`src/rtl/game_round_ctrl.sv`:
```
// rtl/game_round_ctrl.sv - round/score sequencer: movement tick, hit scoring, pause, serve reload, winner.
// All outputs are decoded from registers only; hits and start are sampled on the clk edge.
module game_round_ctrl #(
  parameter int TICK_CYCLES = 500_000,
  parameter int PAUSE_TICKS = 100,
  parameter int WIN_SCORE   = 5,
  parameter int SCORE_W     = 4
) (
  input  logic               clk,
  input  logic               rst_n,
  input  logic               start,
  input  logic               hit_p1,
  input  logic               hit_p2,
  output logic               tick_en,
  output logic               bullet_load,
  output logic               freeze,
  output logic [SCORE_W-1:0] score1,
  output logic [SCORE_W-1:0] score2,
  output logic [2:0]         state,
  output logic [1:0]         winner
);

  localparam int CNT_W   = (TICK_CYCLES > 1) ? $clog2(TICK_CYCLES) : 1;
  localparam int PAUSE_W = (PAUSE_TICKS > 1) ? $clog2(PAUSE_TICKS) : 1;

  typedef enum logic [2:0] {
    S_IDLE  = 3'd0,
    S_SERVE = 3'd1,
    S_PLAY  = 3'd2,
    S_PAUSE = 3'd3,
    S_OVER  = 3'd4
  } state_t;

  state_t             r_state;
  logic [CNT_W-1:0]   r_cnt;
  logic [PAUSE_W-1:0] r_pause_cnt;
  logic [SCORE_W-1:0] r_score1;
  logic [SCORE_W-1:0] r_score2;
  logic [1:0]         r_winner;

  state_t             w_state_nxt;
  logic [CNT_W-1:0]   w_cnt_nxt;
  logic [PAUSE_W-1:0] w_pause_nxt;
  logic [SCORE_W-1:0] w_score1_nxt;
  logic [SCORE_W-1:0] w_score2_nxt;
  logic [1:0]         w_winner_nxt;
  logic               w_raw_tick;
  logic [SCORE_W-1:0] w_s1_hit;
  logic [SCORE_W-1:0] w_s2_hit;
  logic               w_s1_win;
  logic               w_s2_win;

  assign w_raw_tick = (r_cnt == CNT_W'(TICK_CYCLES - 1));
  // Saturating add keeps scores from ever passing WIN_SCORE.
  assign w_s1_hit = (hit_p1 && (r_score1 != SCORE_W'(WIN_SCORE))) ? r_score1 + SCORE_W'(1) : r_score1;
  assign w_s2_hit = (hit_p2 && (r_score2 != SCORE_W'(WIN_SCORE))) ? r_score2 + SCORE_W'(1) : r_score2;
  assign w_s1_win = (w_s1_hit == SCORE_W'(WIN_SCORE));
  assign w_s2_win = (w_s2_hit == SCORE_W'(WIN_SCORE));

  // Holding cnt at 0 through SERVE aligns the first PLAY tick to a full period.
  assign w_cnt_nxt = ((r_state == S_SERVE) || w_raw_tick) ? '0 : r_cnt + CNT_W'(1);

  always_comb begin
    w_state_nxt  = r_state;
    w_pause_nxt  = r_pause_cnt;
    w_score1_nxt = r_score1;
    w_score2_nxt = r_score2;
    w_winner_nxt = r_winner;
    case (r_state)
      S_IDLE: begin
        if (start) begin
          w_state_nxt  = S_SERVE;
          w_score1_nxt = '0;
          w_score2_nxt = '0;
          w_winner_nxt = 2'b00;
        end
      end
      S_SERVE: w_state_nxt = S_PLAY;
      S_PLAY: begin
        if (hit_p1 || hit_p2) begin
          w_score1_nxt = w_s1_hit;
          w_score2_nxt = w_s2_hit;
          if (w_s1_win || w_s2_win) begin
            w_state_nxt  = S_OVER;
            w_winner_nxt = {w_s2_win, w_s1_win};
          end else begin
            w_state_nxt = S_PAUSE;
            w_pause_nxt = '0;
          end
        end
      end
      S_PAUSE: begin
        if (w_raw_tick) begin
          if (r_pause_cnt == PAUSE_W'(PAUSE_TICKS - 1)) begin
            w_state_nxt = S_SERVE;
          end else begin
            w_pause_nxt = r_pause_cnt + PAUSE_W'(1);
          end
        end
      end
      S_OVER: begin
        if (start) begin
          w_state_nxt  = S_IDLE;
          w_score1_nxt = '0;
          w_score2_nxt = '0;
          w_winner_nxt = 2'b00;
        end
      end
      default: w_state_nxt = S_IDLE;
    endcase
  end

  always_ff @(posedge clk or negedge rst_n) begin
    if (!rst_n) begin
      r_state     <= S_IDLE;
      r_cnt       <= '0;
      r_pause_cnt <= '0;
      r_score1    <= '0;
      r_score2    <= '0;
      r_winner    <= 2'b00;
    end else begin
      r_state     <= w_state_nxt;
      r_cnt       <= w_cnt_nxt;
      r_pause_cnt <= w_pause_nxt;
      r_score1    <= w_score1_nxt;
      r_score2    <= w_score2_nxt;
      r_winner    <= w_winner_nxt;
    end
  end

  assign tick_en     = w_raw_tick && (r_state == S_PLAY);
  assign bullet_load = (r_state == S_SERVE);
  assign freeze      = (r_state != S_PLAY);
  assign score1      = r_score1;
  assign score2      = r_score2;
  assign state       = r_state;
  assign winner      = r_winner;

endmodule

```
`config.mk`:
```
export PLATFORM = sky130hd
export DESIGN_NAME = game_round_ctrl
export DESIGN_NICKNAME = d
export VERILOG_FILES = /design/src/rtl/game_round_ctrl.sv
export SDC_FILE = /design/constraint.sdc
export NUM_CORES = 1
export LEC_CHECK = 0
export CORE_MARGIN = 4
export CORE_UTILIZATION = 55
export DETAILED_ROUTE_END_ITERATION = 7
export PLACE_DENSITY = 0.78
export SYNTH_ARGS = -nofsm -noshare
export SYNTH_HDL_FRONTEND = slang
export SYNTH_SLANG_ARGS = --single-unit
```
`constraint.sdc`:
```
create_clock -name clk -period 4.2 [get_ports clk]
set_input_delay 0.63 -clock clk [delete_from_list [all_inputs] [get_ports clk]]
set_output_delay 0.63 -clock clk [all_outputs]
set_load 0.01 [all_outputs]
```
==> results.md <==
* Status: finished, final reports clean
* Initial drt markers at 88
* Vias in the first global route at 1642
* First-pass GRT wire length at 7817 um
* Sequential-to-total area share from yosys stat at 44.22%
* CTS H-tree depth at 2
* Post-CTS setup buffer count at 0
* Drt via density at 5.740
* DR vias at 1699
* Worst slew pin tran at 0.9502 ns
* Die area at 5090 sq um
* Share of cells above drive strength 1 at 10.89%
* CORE AREA at 3771 sq um
* Yosys cell types at 50
* Max-cap violations at 0
* Final Hold Violating Endpoints at 0
* Hold Buf Count CTS at 0
* Setup WS post-layout at 1.162 ns
* Synth warn at 0
* Hpwl dp at 3229 um
* Flop2flop setup slack at 1.83 ns
* Max FO, Critical Path at 3
* Seq cells post-synth at 39
* Post-Syn Nets at 236
* Syn Std Cell Area at 2207 sq um
* Grt ovf at 0
* Fillers at 313
* Worst-skew pair later-pin latency at 0.29 ns
* Rows at 22
* Syn avg cell area at 9.809 sq um
* Worst slack at placement at 1.403 ns
* Pwr dens at 568.5 nW/um^2
* Startpoint types: flop
* Layout Skew at 0.006702 ns
* Post-Synthesis Cells at 225
* Ports at 21
* Wirelength per Cell at 14.97 um
* Initial antenna violation count at 0
* Yosys top cell area share at 44.22%
* Final antenna-violating net count at 0
* Die H at 71.35 um
* Root Driver: clkbuf_8
* CTS tree: built
* Async SR Flop Fraction at 100.0%
* Worst Path Required at 3.57 ns
* GR Util All Layers at 19.01%
* TritonRoute pass-1 iters at 4
* Area growth from synthesis to layout at 14.97%
* Critical Path End Type: output pin
* Final nets at 258
* Crit path DAT at 2.41 ns
* Pin count of the biggest net entering global routing at 40
* Main synth FF type: dfrtp_1
* Hold WC Path Type: in -> async
* Reg2reg start: state[2]
* Core Util, Final at 67.29%
* DRC viols at 0
* Die X at 71.35 um
* Post-cts sizing count at 0
* Final worst-path cycle share at 72.33%
* Worst R2R Path Depth at 5
* RSZ-0062 raised after global routing: false
* Antenna Cells at 0
* Worst r2r dst: r_pause_cnt[1]
* Yosys top cell by area: dfrtp_1
* Clock Tree Buf Depth at 2
* Post-Route WL at 4432 um
* Setup CP Type: reg -> out
* Initial Util at 58.53%
* Relative max-transition margin at 35.99%
* Hold Worst Slack at 0.4530 ns
* Lkg Pwr at 1.153 nW
* Buffers on Ports at 20
* VDD IR-drop max at 0.3063 mV
* Synth area leaders: dfrtp_1 44%, nor2_1 6.0%, xnor2_1 4.4%, nand3_1 3.9%, ha_1 3.4%
* Post-layout minimum cycle time at 3.038 ns
* CTS buffer count at 5
* Slew Viols, Final at 0
* TritonCTS Sinks at 39
* Global placement routability congestion at 0.8670
* Max Clock Freq at 0.3292 GHz
* Clock slew at reported path FFs at 0.07 ns
* Post-synth EDFFs at 0
* Fin Setup TNS at 0 ns
* Final setup fails at 0
==> flip-flops by register name, indices dropped and copies added (netlist names) <==
register     flops
winner           2
score2           4
score1           4
r_pause_cnt      7
r_cnt           19
state            3
==> worst max-delay path by stage <==
stage	slack, ns	start	endpoint	cells after the start
2_1_floorplan	1.98	hit_p2	state[0]	6
3_5_place_dp	1.40	hit_p2	state[0]	6
4_1_cts	1.13	r_cnt[14]	tick_en	5
3_3_place_gp	1.46	hit_p2	state[0]	6
5_1_grt	1.03	r_cnt[9]	tick_en	5
6_report	1.16	r_cnt[14]	tick_en	5
==> where the power goes <==
group	switching, mW	internal (mW)	total (mW)
logic	0.311	0.283	0.594
clock network	0.124	0.150	0.273
registers	0.110	0.465	0.575
==> routing by layer <==
| layer | vias up | wire, um | global-route usage [%] |
|---|---|---|---|
| li1 | 840 | - | - |
| met1 | 825 | 2112 | 27.66 |
| met2 | 32 | 2152 | 29.29 |
| met3 | 2 | 151 | 4.208 |
| met4 | 0 | 17 | 3.758 |
| met5 | - | 0 | 0 |
==> area by class of cell <==
class	count	area (sq um)	share of cell area [%]
Clock buffer	8	100.1	3.945
Tap cell	48	60.06	2.367
Inverter	16	60.06	2.367
Multi-Input combinational cell	164	1139	44.87
Sequential cell	39	975.9	38.46
Timing Repair Buffer	21	202.7	7.988
==> layout by cell type, fill, tap and decap left out, types with 6 or more instances in the layout <==
master,netlist,routed
clkdlybuf4s50_1,0,19
xor2_1,6,6
clkbuf_8,0,7
dfrtp_1,39,39
inv_1,16,16
ha_1,6,6
xnor2_1,11,11
nor2_1,35,35
nand3_1,17,17
nand2_1,12,12
==> worst max-delay path: stages, from the launching register on <==
cell and delay (ns):
dfrtp_1 0.41, or4b_4 0.55, nor4_4 0.38, nand2_1 0.14, nor2_1 0.11, clkdlybuf4s50_1 0.54
==> cell families after synthesis <==
| family | share of synthesized area [%] |
|---|---|
| mux | 1.927 |
| buf+inv | 4.195 |
| compound gates | 15.70 |
| simple gates | 23.81 |
| flops | 44.22 |
| fa+ha+maj | 3.401 |
| xor+xnor | 6.746 |
==> through the flow <==
step                power (mW)  area [sq um]  instances
finish                   1.442          2537        296
global route             1.561          2537        296
CTS                      1.455          2537        296
detailed placement       1.177          2437        288
global placement         1.167          2437        288
floorplan               0.9698          2207        225
==> cell usage after synthesis (4+ instances only) <==
cell type and instances:
ha_1 6, nand4_1 5, xnor2_1 11, xor2_1 6
o21ai_0 5, nand3_1 17, nand2_1 12, o21ai_2 4
nor3_1 4, inv_1 16, o31a_1 5, nor2_1 35
dfrtp_1 39
No activity file was read; power rests on OpenSTA's default activity.
